[config.mk]
export PLATFORM = sky130hd
export DESIGN_NAME = spi_ram_master
export DESIGN_NICKNAME = d
export VERILOG_FILES = /design/src/rtl/spi_ram_pkg.sv /design/src/rtl/spi_ram_master.sv
export SDC_FILE = /design/constraint.sdc
export NUM_CORES = 1
export LEC_CHECK = 0
export CAP_MARGIN = 20
export CORE_UTILIZATION = 35
export CTS_CLUSTER_DIAMETER = 200
export DETAILED_ROUTE_END_ITERATION = 10
export SKIP_CTS_REPAIR_TIMING = 1
export SLEW_MARGIN = 5
export SYNTH_ARGS = -nofsm -noshare
export SYNTH_HDL_FRONTEND = slang
export SYNTH_SLANG_ARGS = --single-unit
[constraint.sdc]
create_clock -name clk -period 1.7 [get_ports clk]
set_input_delay 0.51 -clock clk [delete_from_list [all_inputs] [get_ports clk]]
set_output_delay 0.51 -clock clk [all_outputs]
set_load 0.01 [all_outputs]
[src/rtl/spi_ram_pkg.sv]
// Shared definitions for the SPI RAM master: opcodes, FSM states, frame widths.
// Latency: n/a (package only).
// Backpressure: n/a (package only).
package spi_ram_pkg;

  localparam int CMD_W  = 10;
  localparam int DATA_W = 8;

  localparam logic [1:0] OP_WR_ADDR = 2'b00;
  localparam logic [1:0] OP_WR_DATA = 2'b01;
  localparam logic [1:0] OP_RD_ADDR = 2'b10;
  localparam logic [1:0] OP_RD_DATA = 2'b11;

  typedef enum logic [2:0] {
    IDLE     = 3'd0,
    CS_SETUP = 3'd1,
    SHIFT    = 3'd2,
    RD_WAIT  = 3'd3,
    RD_SHIFT = 3'd4,
    CS_HOLD  = 3'd5
  } state_t;

  // Only the read-data opcode keeps the frame open to collect a byte from MISO.
  function automatic logic op_is_read_data(input logic [1:0] op);
    return op == OP_RD_DATA;
  endfunction

endpackage

[src/rtl/spi_ram_master.sv]
// SPI master for the SPI slave + RAM wrapper: 10-bit command words out on MOSI, read bytes back from MISO.
// Latency: write frame 1+10+CS_GAP clk, read-data frame 1+10+RD_LATENCY+8+CS_GAP clk; rd_valid in the first hold cycle.
// Backpressure: cmd_ready high only in IDLE; host must hold cmd_valid/cmd_data until accepted.
// Optional: define SPI_RAM_MASTER_SEQ_CHECK_EN to add the sticky seq_err opcode-ordering flag.
module spi_ram_master
  import spi_ram_pkg::*;
#(
  parameter int RD_LATENCY = 2,
  parameter int CS_GAP     = 1
) (
  input  logic              clk,
  input  logic              rst,
  input  logic [CMD_W-1:0]  cmd_data,
  input  logic              cmd_valid,
  output logic              cmd_ready,
  output logic [DATA_W-1:0] rd_data,
  output logic              rd_valid,
  output logic              busy,
`ifdef SPI_RAM_MASTER_SEQ_CHECK_EN
  output logic              seq_err,
`endif
  output logic              SS_n,
  output logic              MOSI,
  input  logic              MISO
);

  // Counter reload values: each state counts down to zero, so load length-1.
  localparam logic [3:0] LD_SHIFT  = 4'(CMD_W - 1);
  localparam logic [3:0] LD_RDWAIT = 4'(RD_LATENCY - 1);
  localparam logic [3:0] LD_RDSH   = 4'(DATA_W - 1);
  localparam logic [3:0] LD_GAP    = 4'(CS_GAP - 1);

  state_t              r_state;
  state_t              w_state_nxt;
  logic [3:0]          r_cnt;
  logic [3:0]          w_cnt_nxt;
  logic [CMD_W-1:0]    r_shift;
  logic [1:0]          r_op;
  logic [DATA_W-1:0]   r_rd_shift;
  logic [DATA_W-1:0]   r_rd_data;
  logic                r_rd_valid;
  logic                r_ss_n;
  logic                r_mosi;
  logic                w_ss_n_nxt;
  logic                w_mosi_nxt;
  logic                w_rd_done;
  logic                w_cmd_ready;
  logic                w_accept;
  logic [DATA_W-1:0]   w_rd_byte;

  // Ready is masked by rst so a command presented during reset is never taken.
  assign w_cmd_ready = (r_state == IDLE) && !rst;
  assign w_accept    = cmd_valid && w_cmd_ready;
  assign w_rd_byte   = {r_rd_shift[DATA_W-2:0], MISO};

  // Next-state, counter reload and next registered pin values.
  always_comb begin
    w_state_nxt = r_state;
    w_cnt_nxt   = r_cnt;
    w_rd_done   = 1'b0;
    w_ss_n_nxt  = 1'b1;
    w_mosi_nxt  = 1'b0;

    case (r_state)
      IDLE: begin
        if (w_accept) begin
          w_state_nxt = CS_SETUP;
          w_cnt_nxt   = 4'd0;
        end
      end
      CS_SETUP: begin
        w_state_nxt = SHIFT;
        w_cnt_nxt   = LD_SHIFT;
      end
      SHIFT: begin
        if (r_cnt == 4'd0) begin
          if (op_is_read_data(r_op)) begin
            w_state_nxt = RD_WAIT;
            w_cnt_nxt   = LD_RDWAIT;
          end else begin
            w_state_nxt = CS_HOLD;
            w_cnt_nxt   = LD_GAP;
          end
        end else begin
          w_cnt_nxt = r_cnt - 4'd1;
        end
      end
      RD_WAIT: begin
        if (r_cnt == 4'd0) begin
          w_state_nxt = RD_SHIFT;
          w_cnt_nxt   = LD_RDSH;
        end else begin
          w_cnt_nxt = r_cnt - 4'd1;
        end
      end
      RD_SHIFT: begin
        if (r_cnt == 4'd0) begin
          w_rd_done   = 1'b1;
          w_state_nxt = CS_HOLD;
          w_cnt_nxt   = LD_GAP;
        end else begin
          w_cnt_nxt = r_cnt - 4'd1;
        end
      end
      CS_HOLD: begin
        if (r_cnt == 4'd0) begin
          w_state_nxt = IDLE;
          w_cnt_nxt   = 4'd0;
        end else begin
          w_cnt_nxt = r_cnt - 4'd1;
        end
      end
      default: begin
        w_state_nxt = IDLE;
        w_cnt_nxt   = 4'd0;
      end
    endcase

    // Pins are registered from the next state so they line up with the state they belong to.
    w_ss_n_nxt = (w_state_nxt == IDLE) || (w_state_nxt == CS_HOLD);
    if (w_state_nxt == SHIFT) begin
      // First shift bit comes straight from the latched word; later ones from the
      // register after it has been shifted once per SHIFT cycle.
      w_mosi_nxt = (r_state == CS_SETUP) ? r_shift[CMD_W-1] : r_shift[CMD_W-2];
    end
  end

  // State register and bit/cycle counter.
  always_ff @(posedge clk) begin
    if (rst) begin
      r_state <= IDLE;
      r_cnt   <= 4'd0;
    end else begin
      r_state <= w_state_nxt;
      r_cnt   <= w_cnt_nxt;
    end
  end

  // Registered SPI pins.
  always_ff @(posedge clk) begin
    if (rst) begin
      r_ss_n <= 1'b1;
      r_mosi <= 1'b0;
    end else begin
      r_ss_n <= w_ss_n_nxt;
      r_mosi <= w_mosi_nxt;
    end
  end

  // Command latch and MOSI shift register; later cmd_data changes cannot reach the frame.
  always_ff @(posedge clk) begin
    if (rst) begin
      r_shift <= '0;
      r_op    <= OP_WR_ADDR;
    end else if (w_accept) begin
      r_shift <= cmd_data;
      r_op    <= cmd_data[CMD_W-1:CMD_W-2];
    end else if (r_state == SHIFT) begin
      r_shift <= {r_shift[CMD_W-2:0], 1'b0};
    end
  end

  // MISO capture, read byte hold and one-cycle rd_valid pulse.
  always_ff @(posedge clk) begin
    if (rst) begin
      r_rd_shift <= '0;
      r_rd_data  <= '0;
      r_rd_valid <= 1'b0;
    end else begin
      r_rd_valid <= w_rd_done;
      if (r_state == RD_SHIFT) begin
        r_rd_shift <= w_rd_byte;
      end
      if (w_rd_done) begin
        r_rd_data <= w_rd_byte;
      end
    end
  end

`ifdef SPI_RAM_MASTER_SEQ_CHECK_EN
  logic [1:0] r_last_op;
  logic       r_last_vld;
  logic       r_seq_err;
  logic       w_seq_bad;
  logic [1:0] w_new_op;

  assign w_new_op  = cmd_data[CMD_W-1:CMD_W-2];
  assign w_seq_bad = ((w_new_op == OP_WR_DATA) && !(r_last_vld && (r_last_op == OP_WR_ADDR))) ||
                     ((w_new_op == OP_RD_DATA) && !(r_last_vld && (r_last_op == OP_RD_ADDR)));

  // Track the last issued opcode; a data opcode without its matching address opcode sets a sticky error.
  always_ff @(posedge clk) begin
    if (rst) begin
      r_last_op  <= OP_WR_ADDR;
      r_last_vld <= 1'b0;
      r_seq_err  <= 1'b0;
    end else if (w_accept) begin
      r_last_op  <= w_new_op;
      r_last_vld <= 1'b1;
      if (w_seq_bad) begin
        r_seq_err <= 1'b1;
      end
    end
  end

  assign seq_err = r_seq_err;
`endif

  assign cmd_ready = w_cmd_ready;
  assign busy      = (r_state != IDLE);
  assign SS_n      = r_ss_n;
  assign MOSI      = r_mosi;
  assign rd_data   = r_rd_data;
  assign rd_valid  = r_rd_valid;

endmodule
-- After elaboration in Yosys (flattened, before gate mapping)
Index checks and enable logic that the tools add are counted.
- flip-flop bits (word level): 37
- bitwise gates (word level): 1
- reduce and logical (&&, ||, !) cells: 11
- muxes and demuxes: 18
- add/subtract/negate cells: 1
- equality and inequality tests: 9
- operators by type and width (operator ; number):
    10-bit 2-to-1 mux ; 2
    4-bit case mux with 5 select lines ; 1
    3-bit 2-to-1 mux ; 6
    3-bit case mux with 6 select lines ; 1
    4-bit 2-to-1 mux ; 4
    3-bit by 2-bit == test with 1-bit output (second input constant) ; 3
    3-bit == test (second input constant) ; 3
    3-bit zero test ; 2
    4-bit zero test ; 1
    1-bit 2-to-1 mux ; 4
    2-bit OR reduction ; 2
    4-bit by 1-bit subtractor with 4-bit output (second input constant) ; 1
    3-bit by 1-bit == test with 1-bit output (second input constant) ; 1
    3-bit nonzero test ; 1
    2-bit == test (second input constant) ; 1
    1-bit logical AND ; 2
    2-bit inequality test (second input constant) ; 1
    2-bit nonzero test ; 1
    1-bit zero test ; 1
    1-bit logical OR ; 1
    1-bit inverter ; 1

-- Longest topological paths before layout
Gate-level depths: netlist of the first run.
- depth after elaboration: 8
- depth in mapped cells: 7
- gate-level depth less buffers: 5

-- Worst setup path after synthesis of the first run
No wires, ideal clock.
- path kind: reg2reg
- from: reg r_state[0]
- to: reg r_cnt[3]
- period minus slack after synthesis: 1727 ps
- library setup time: 136 ps
- arrival: 1592 ps
- slack: -27 ps
- cell stages (with the launch flop): 8
- cells stage by stage: dfxtp_1 > buf_6 > or3_1 > buf_2 > or3b_4 > buf_2 > nand3_1 > a31oi_1
- longest elaborated chain between the ends: 4
- elaborated cells on any way between the ends: 11
- ends and longest elaborated chain (item ; line ; source):
    start: declaration ; spi_ram_master.sv:33 ; state_t r_state;
    start signal: assignment ; spi_ram_master.sv:134 ; r_state <= w_state_nxt;
    parallel branches: the longest is 4 deep, another holds 4-bit case mux with 5 select lines ; n/a ;
    end signal: assignment ; spi_ram_master.sv:135 ; r_cnt <= w_cnt_nxt;
    end: declaration ; spi_ram_master.sv:35 ; logic [3:0] r_cnt;
Parallel ways; which one is timed is not known.
A chain may end at the register's enable or synchronous reset.

-- Worst setup path in the final report of the first run
- from: reg r_state[0]
- to: reg r_shift[6]
- longest elaborated chain between the ends: 4
- elaborated cells on any way between the ends: 6
- ends and longest elaborated chain (item ; line ; source):
    3-bit zero test ; spi_ram_master.sv:52 ; assign w_cmd_ready = (r_state == IDLE) && !rst;
    1-bit logical AND ; spi_ram_master.sv:52 ;
    1-bit logical AND ; spi_ram_master.sv:53 ; assign w_accept = cmd_valid && w_cmd_ready;
    10-bit 2-to-1 mux or 2-bit nonzero test (tied branches) ; n/a ;
    end signal: assignment ; spi_ram_master.sv:156 ; r_shift <= cmd_data;
    end signal: assignment ; spi_ram_master.sv:159 ; r_shift <= {r_shift[CMD_W-2:0], 1'b0};
    end: declaration ; spi_ram_master.sv:37 ; logic [CMD_W-1:0] r_shift;
Several ways; a longest one is shown, not always the timed one.

==> results of run 1 <==
[cell usage after synthesis]
library cell	n	area, µm²
sky130_fd_sc_hd__dfxtp_1	37	740.7
sky130_fd_sc_hd__nand2_1	33	123.9
sky130_fd_sc_hd__nor2_1	23	86.33
sky130_fd_sc_hd__a21oi_1	18	90.09
sky130_fd_sc_hd__nand3_1	13	65.06
sky130_fd_sc_hd__mux2i_1	8	80.08
sky130_fd_sc_hd__a311oi_1	7	61.31
sky130_fd_sc_hd__clkbuf_1	4	15.01
sky130_fd_sc_hd__a31oi_1	3	18.77
sky130_fd_sc_hd__buf_2	3	15.01
sky130_fd_sc_hd__nor2b_1	3	18.77
sky130_fd_sc_hd__a22oi_1	2	15.01
sky130_fd_sc_hd__and2_1	2	12.51
sky130_fd_sc_hd__buf_1	2	7.510
sky130_fd_sc_hd__buf_6	2	22.52
sky130_fd_sc_hd__nand2b_1	2	12.51
sky130_fd_sc_hd__o21ai_0	2	10.01
sky130_fd_sc_hd__o22ai_1	2	12.51
sky130_fd_sc_hd__xnor2_1	2	17.52
sky130_fd_sc_hd__a2111oi_0	1	8.760
sky130_fd_sc_hd__inv_1	1	3.750
sky130_fd_sc_hd__nor3b_1	1	7.510
sky130_fd_sc_hd__nor3b_2	1	12.51
sky130_fd_sc_hd__nor4_2	1	12.51
sky130_fd_sc_hd__o21a_1	1	7.510
sky130_fd_sc_hd__o21ai_2	1	8.760
sky130_fd_sc_hd__o311ai_0	1	8.760
sky130_fd_sc_hd__or2b_1	1	7.510
sky130_fd_sc_hd__or3_1	1	6.260
sky130_fd_sc_hd__or3b_4	1	11.26
sky130_fd_sc_hd__xor2_1	1	8.760
[registers in the layout (all words and copies together) (netlist names)]
register	count
MOSI	1
SS_n	1
r_cnt	4
r_op	2
r_rd_shift	7
r_shift	10
r_state	3
rd_data	8
rd_valid	1
[cell type report]
type,instances,area [µm²],share of cell area (%)
multi-input cells,131,814.5,37.87
clock buffers,8,80.08,3.723
repair buffers,45,446.7,20.77
flip-flops and latches,37,743.2,34.56
well taps,50,62.56,2.909
inverters,1,3.754,0.1745
[worst paths after layout]
| check | cells past startpoint | slack [ns] | to |
|---|---|---|---|
| worst max register to register | 6 | -0.07 | r_shift[6] |
| worst min register to register | 2 | 0.45 | rd_data[3] |
| worst max-delay path | 6 | -0.07 | r_shift[6] |
| worst min-delay path | 2 | 0.45 | rd_data[3] |
[kinds of logic (layout without fill, tap and decap cells)]
logic type,Yosys count,count (layout),share of synthesized area [%]
muxes,8,8,5.238
buffers and inverters,12,54,4.173
xor gates and xnor gates,3,3,1.719
AOI/OAI and AO/OA,38,38,15.79
DFF,37,37,48.45
and+or+nand+nor,82,82,24.63
[power by group through the flow]
stage                     Clock, mW  Sequential, mW  Combinational, mW
after floorplan                   0            1.13              0.918
after global placement            0            1.12               1.34
after detailed placement          0            1.13               1.36
after CTS                     0.601            1.11               1.36
after global routing          0.636            1.14               1.78
final                         0.589            1.12               1.62
[critical path: stages (launching register included)]
cell                       delay, ns
sky130_fd_sc_hd__dfxtp_2        0.32
sky130_fd_sc_hd__or3_4          0.39
sky130_fd_sc_hd__buf_6          0.13
sky130_fd_sc_hd__or3b_4         0.42
sky130_fd_sc_hd__buf_12         0.18
sky130_fd_sc_hd__nor2_1         0.14
sky130_fd_sc_hd__a311oi_2       0.06
[per-layer routing]
layer	wire length, µm	share of wire (%)	GRT usage [%]
met5	0	0	0
met4	74	2.2	9.115
met3	109	3.2	5.500
met2	1639	48	25.98
met1	1586	47	19.51
[through the flow]
step	area [µm²]	worst slack, ns
floorplan	1539	-0.007133
global placement	1902	-0.4423
detailed placement	1902	-0.4535
CTS	1982	-0.4751
global route	2151	-0.1179
finish	2151	-0.07463
==> run summary, run 1 <==
### Clock network
* sky130_fd_sc_hd__clkbuf_8 — Root Buffer
* done — CTS tree
* 2 — Clock Tree Buf Depth
* 5 — TritonCTS Buffers
* 2 — CTS H-Tree Depth
* 0.29 ns — Clk Latency, worst-skew pair
* 37 — sink count of the clock tree
* 0.07 ns — clock-pin slew of the registers on the worst-case setup and hold paths

### Status
* complete, but fails checks — run status
* setup timing — failing checks

### Critical path
* r_state[0] — launching point of the worst reg2reg path
* 19 — maximum net fanout on the critical path
* flip-flop — critical path capture point type
* r_state[0] — critical path startpoint
* reg -> reg — worst setup path category
* flip-flop — Setup crit start kind
* 1.87 ns — data required time of the worst path
* 1.94 ns — Arrival @ worst endpoint

### STA
* 69.96% — worst slew slack as a fraction of its limit
* 0.4506 ns — transition time at the pin with the least slew margin
* 104.4% — post-route fraction of the period consumed by the critical path
* 1.775 ns — min Tclk post-route
* true — unrepaired setup endpoints after global routing
* 11 — final-report setup violation count
* -0.3812 ns — Fin Setup TNS
* 0.5635 GHz — achievable clock frequency
* 0.4537 ns — worst hold slack across all endpoints
* 0 — total count of max-transition violations in the final report
* 0 — count of final hold-check violations
* -0.07463 ns — worst path setup slack after routing
* 0.007402 ns — Fin Clk Skew

### Detailed routing
* 5.162 — DR vias/cell
* 1404 — via count of the routed design
* 4 — detailed-routing iteration count for the pre-antenna-repair pass
* 3.410 mm — DRT Wirelength
* 12.54 µm — mean routed wirelength per cell
* 0 — number of nets with antenna violations after routing
* 0 — remaining routing DRC violations
* 82 — DRC violation total after the first TritonRoute iteration

### Power and ir drop
* 1550 nW/µm² — power density of the placed cells
* 1.222 mW — net switching component of the power
* 17.7% — Clk pwr share
* 3.333 mW — total design power
* 2.112 mW — Power Internal
* 48.6% — fraction of power consumed by combinational cells
* 0.8777 nW — leakage power
* 532.5 µV — VDD IR max
* 36.66% — switch share
* 33.7% — register share of total power

### Place
* 258 — total placed cells including tap cells
* 0.8261 — final weighted congestion of routability-driven global placement
* 2.310 mm — estimated wirelength of the detail-placed design
* 26 — PortBufs

### Global route
* 23 — largest net degree at the start of global routing
* 5.478 mm — global-route wire length before repair
* 0 — total gr overflow
* 1258 — vias in the first global route
* 16.48% — total global-route track usage
* 0 — initial antenna violation count

### Logic synthesis
* 48.45% — proportion of synthesized chip area in sequential cells
* 0 — warning count from the yosys run
* 194 — post-synth net total
* 8.494 µm² — post-synthesis area per instance
* 37 — flops & latches, synth
* 180 — Post-Syn Instances
* 1529 µm² — cell area after synthesis
* 31 — Netlist cell types

### Finish
* sky130_fd_sc_hd__dfxtp_1 — leading cell type in the layout, fill and taps excluded
* 272 — Final Instance Count excl. Fillers
* 0 — Inserted Diodes
* 375 — Filler cells
* 22.97% — fraction of layout cells with a size suffix above 1
* 35 x sky130_fd_sc_hd__dfxtp_1, 32 x sky130_fd_sc_hd__nand2_1, 17 x sky130_fd_sc_hd__a21oi_1 — most frequent cells in the layout
* 40.67% — area grow syn2layout
* 235 — Final Net Count
* 52.63% — utilization after layout

### Floorplanning
* 27 — number of primary I/O pins
* 68.10 µm — horizontal die dimension
* 68.10 µm — vertical die dimension
* 4637 µm² — die area
* 4086 µm² — area inside the core boundary
* 37.42% — effective utilization at floorplan
* 23 — number of rows created at floorplan

### Min path
* rd_data[3] — source of the worst hold timing path
* reg -> reg — Hold Crit Class

### Job
* 0 — max-cap violation count

No activity file was read; power rests on OpenSTA's default activity.
==> run 2: changes to the inputs <==
- CAP_MARGIN: 20 -> 30
- CORE_UTILIZATION: 35 -> 40
- CTS_CLUSTER_DIAMETER: 200 -> default
- PLACE_DENSITY: default -> 0.66
==> run summary, run 2 (synthesis gave the netlist of run 1 again) <==
### Status
* complete, but fails checks — run status
* setup timing — failing checks

### Finish
* 10 — number of flip-flops in the largest register
* 37 x sky130_fd_sc_hd__dfxtp_1, 32 x sky130_fd_sc_hd__nand2_1, 20 x sky130_fd_sc_hd__nor2_1 — most frequent cells in the layout
* sky130_fd_sc_hd__dfxtp_1 — leading cell type in the layout, fill and taps excluded
* 232 — Final Net Count
* 2093 µm² — Final Cell Area
* 0 — Inserted Diodes
* 36.91% — area grow syn2layout
* r_shift — register with the highest flop count
* 19.18% — fraction of layout cells with a size suffix above 1

### Power and ir drop
* 1609 nW/µm² — power density of the placed cells
* 684.9 µV — VDD IR max
* 0.8582 nW — leakage power

### Clock network
* 37 — sink count of the clock tree
* sky130_fd_sc_hd__clkbuf_8 — Root Buffer
* 5 — TritonCTS Buffers
* 0.29 ns — Clk Latency, worst-skew pair
* 2 — CTS H-Tree Depth
* done — CTS tree
* 2 — Clock Tree Buf Depth
* 0.08 ns — clock-pin slew of the registers on the worst-case setup and hold paths

### Critical path
* 0.39 ns — maximum single-stage delay on the critical path
* reg -> out — worst setup path category
* primary output — critical path capture point type
* 4 — maximum net fanout on the critical path
* flip-flop — Setup crit start kind
* 1.28 ns — Arrival @ worst endpoint
* 1.19 ns — data required time of the worst path
* sky130_fd_sc_hd__or3_4 — Slowest-stage cell, CP
* or3_4 -> buf_4 -> clkbuf_2 — cell-by-cell listing of the critical path

### Job
* 0 — max-cap violation count

### Min path
* reg -> reg — Hold Crit Class

### Floorplanning
* 63.83 µm — vertical die dimension
* 41.76% — effective utilization at floorplan
* 4074 µm² — die area
* 63.83 µm — horizontal die dimension
* 22 — number of rows created at floorplan
* 3661 µm² — area inside the core boundary
* 27 — number of primary I/O pins

### Detailed routing
* 3.388 mm — DRT Wirelength
* 0 — remaining routing DRC violations
* 1357 — via count of the routed design
* 0 — number of nets with antenna violations after routing
* 5.082 — DR vias/cell
* 4 — detailed-routing iteration count for the pre-antenna-repair pass
* 12.69 µm — mean routed wirelength per cell
* 55 — DRC violation total after the first TritonRoute iteration

### Place
* 2.270 mm — estimated wirelength of the detail-placed design
* 0.7994 — final weighted congestion of routability-driven global placement
* 26 — PortBufs
* 1899 µm² — placed instance area
* -0.4545 ns — worst-case setup slack after placement

### STA
* 1.788 ns — min Tclk post-route
* 0.3711 ns — transition time at the pin with the least slew margin
* 0 — count of final hold-check violations
* -0.7829 ns — Fin Setup TNS
* 0.5593 GHz — achievable clock frequency
* 75.26% — worst slew slack as a fraction of its limit
* 0.01476 ns — Fin Clk Skew
* true — unrepaired setup endpoints after global routing
* 105.2% — post-route fraction of the period consumed by the critical path
* 0 — total count of max-transition violations in the final report
* 15 — final-report setup violation count
* -0.08807 ns — worst path setup slack after routing

### Global route
* 0 — total gr overflow
* 0 — initial antenna violation count
* 5.582 mm — global-route wire length before repair
* 28 — largest net degree at the start of global routing
* 17.64% — total global-route track usage
* 1259 — vias in the first global route

==> run 2: cell types whose count changed in the layout (fill, tap and decap cells not counted), sizes merged <==
cell           previous run  this run
clkbuf                    8         7
dlymetal6s2s              8         7
clkinv                    0         2
clkdlybuf4s50            16        17
buf                      21        17
==> run 2: stage by stage <==
stage / hold slack (ns) / util [%] / power [mW] / std cells
6_report: 0.4564 / 57.18 / 3.367 / 267
5_1_grt: 0.4810 / 57.18 / 3.582 / 267
4_1_cts: 0.4624 / 54.51 / 3.166 / 264
3_5_place_dp: 0.4512 / 51.88 / 2.508 / 256
3_3_place_gp: 0.4456 / 51.88 / 2.454 / 256
2_1_floorplan: 0.4364 / - / 2.051 / 180
==> run 2: cell type report <==
cell class                      instances  area (µm²)
Inverter                                1       3.754
Sequential cell                        37       740.7
Clock inverter                          2       13.76
Timing Repair Buffer                   42       400.4
Clock buffer                            6       82.58
Multi-Input combinational cell        131       792.0
Tap cell                               48       60.06
Fill cell                             338        1568
==> run 2: per-layer routing <==
| layer | up-vias | wire length, µm | track usage, % |
|---|---|---|---|
| li1 | 701 | - | - |
| met1 | 626 | 1558 | 20.88 |
| met3 | 4 | 131 | 5.357 |
| met4 | 0 | 40 | 6.250 |
| met5 | - | 0 | 0 |
| met2 | 26 | 1659 | 29.92 |
==> run 2: critical path, delay by kind of cell, from the launching register on <==
| kind | cells | cell delay (ns) |
|---|---|---|
| buf+inv | 2 | 0.28 |
| flops | 1 | 0.32 |
| simple gates | 1 | 0.39 |
==> run 2: final timing paths <==
kind | endpoint | start | cells past startpoint | slack (ns)
setup / recovery | busy | r_state[1] | 3 | -0.09
hold reg to reg | rd_data[4] | rd_data[4] | 2 | 0.46
hold / removal | rd_data[4] | rd_data[4] | 2 | 0.46
setup reg to reg | r_shift[5] | r_state[1] | 6 | -0.08
==> run 2: where the power goes <==
part,internal [mW],switching (mW),leakage (nW)
sequential,1.02,0.104,0.301
combinational,0.763,0.831,0.506
clock,0.329,0.324,0.0512
==> run 3: changes to the inputs <==
- RECOVER_POWER: default -> 50
==> run summary, run 3 (synthesis gave the netlist of run 1 again) <==
### Status
* complete, but fails checks — run status
* setup timing — failing checks

### STA
* 1.788 ns — min Tclk post-route
* 0.4586 ns — worst hold slack across all endpoints
* 0 — count of final hold-check violations
* true — unrepaired setup endpoints after global routing
* 0.5594 GHz — achievable clock frequency
* 0.01481 ns — Fin Clk Skew
* 71.48% — worst slew slack as a fraction of its limit
* -0.08772 ns — worst path setup slack after routing
* 105.2% — post-route fraction of the period consumed by the critical path
* 0.4239 ns — transition time at the pin with the least slew margin
* 0 — total count of max-transition violations in the final report
* 15 — final-report setup violation count

### Critical path
* r_state[1] — launching point of the worst reg2reg path
* flip-flop — Setup crit start kind
* primary output — critical path capture point type
* 4 — maximum net fanout on the critical path
* reg -> out — worst setup path category
* 1.19 ns — data required time of the worst path
* r_state[1] — critical path startpoint
* 1.28 ns — Arrival @ worst endpoint

### Finish
* sky130_fd_sc_hd__dfxtp_1 — leading cell type in the layout, fill and taps excluded
* 0 — Inserted Diodes
* 2058 µm² — Final Cell Area
* 34.62% — area grow syn2layout
* 740.7 µm² — FF+latch area
* 346 — Filler cells
* 232 — Final Net Count
* 10 — number of flip-flops in the largest register
* 37 x sky130_fd_sc_hd__dfxtp_1, 32 x sky130_fd_sc_hd__nand2_1, 20 x sky130_fd_sc_hd__nor2_1 — most frequent cells in the layout
* 18.72% — fraction of layout cells with a size suffix above 1
* 267 — Final Instance Count excl. Fillers
* r_shift — register with the highest flop count
* 777.0 µm² — area of combinational cells with multiple inputs

### Floorplanning
* 3661 µm² — area inside the core boundary
* 22 — number of rows created at floorplan
* 27 — number of primary I/O pins
* 41.76% — effective utilization at floorplan
* 63.83 µm — vertical die dimension
* 4074 µm² — die area
* 63.83 µm — horizontal die dimension

### Clock network
* 37 — sink count of the clock tree
* 5 — TritonCTS Buffers
* done — CTS tree
* 2 — CTS H-Tree Depth
* 0.08 ns — clock-pin slew of the registers on the worst-case setup and hold paths
* 0.29 ns — Clk Latency, worst-skew pair
* sky130_fd_sc_hd__clkbuf_8 — Root Buffer
* 2 — Clock Tree Buf Depth

### Min path
* reg -> reg — Hold Crit Class
* r_shift[0] — source of the worst hold timing path

### Power and ir drop
* 0.7155 nW — leakage power
* 1.247 mW — net switching component of the power
* 19.6% — Clk pwr share
* 2.077 mW — Power Internal
* 664.5 µV — VDD IR max
* 37.51% — switch share
* 47.1% — fraction of power consumed by combinational cells
* 1615 nW/µm² — power density of the placed cells
* 33.3% — register share of total power

### Detailed routing
* 73 — DRC violation total after the first TritonRoute iteration
* 5.064 — DR vias/cell
* 1352 — via count of the routed design
* 0 — remaining routing DRC violations
* 3.387 mm — DRT Wirelength
* 12.69 µm — mean routed wirelength per cell
* 0 — number of nets with antenna violations after routing
* 4 — detailed-routing iteration count for the pre-antenna-repair pass

### Job
* 0 — max-cap violation count

### Global route
* 0 — total gr overflow
* 17.64% — total global-route track usage
* 0 — initial antenna violation count
* 1259 — vias in the first global route
* 5.582 mm — global-route wire length before repair
* 28 — largest net degree at the start of global routing

### Place
* 256 — total placed cells including tap cells
* 26 — PortBufs
* -0.4545 ns — worst-case setup slack after placement
* 1899 µm² — placed instance area
* 2.270 mm — estimated wirelength of the detail-placed design
* 0.7994 — final weighted congestion of routability-driven global placement

==> run 3: power groups by stage <==
stage          logic, mW  registers, mW  clock network [mW]
6_report            1.57           1.11               0.652
3_5_place_dp        1.38           1.13                   0
5_1_grt             1.71           1.13               0.698
3_3_place_gp        1.33           1.12                   0
2_1_floorplan      0.918           1.13                   0
4_1_cts             1.39           1.11               0.667
==> run 3: metrics by stage <==
step | util, % | power [mW] | setup TNS, ns
after detailed placement | 51.88 | 2.508 | -5.574
after CTS | 54.51 | 3.166 | -1.959
after floorplan | - | 2.051 | -0.007133
after global routing | 56.22 | 3.534 | -2.596
final | 56.22 | 3.324 | -0.8063
after global placement | 51.88 | 2.454 | -5.247
==> run 3: final cells by class <==
class                      instances  share of cell area, %
timing repair buffer              42                  18.48
clock inverter                     2                 0.6687
inverter                           1                 0.1824
multi-input combinational        131                  37.75
clock buffer                       6                  4.012
tap                               48                  2.918
sequential                        37                  35.99
==> run 3: path summary, 6_finish.rpt <==
kind | end | depth (start not counted) | slack (ns)
max | busy | 3 | -0.09
min | r_shift[1] | 2 | 0.46
max reg2reg | r_shift[5] | 6 | -0.08
min reg2reg | r_shift[1] | 2 | 0.46
==> run 3: layer usage <==
layer  part of all wire [%]  track usage (%)  vias to the layer above
met2                     50            29.92                       19
met3                    3.1            5.357                        2
met4                   0.74            6.250                        0
met1                     47            20.88                      630
met5                      0                0                        -
li1                       -                -                      701
==> run 3: worst max-delay path, cell delays in order (launching register included) <==
cell and delay (ns):
sky130_fd_sc_hd__dfxtp_1 0.32, sky130_fd_sc_hd__or3_4 0.39, sky130_fd_sc_hd__buf_4 0.16, sky130_fd_sc_hd__clkbuf_2 0.12
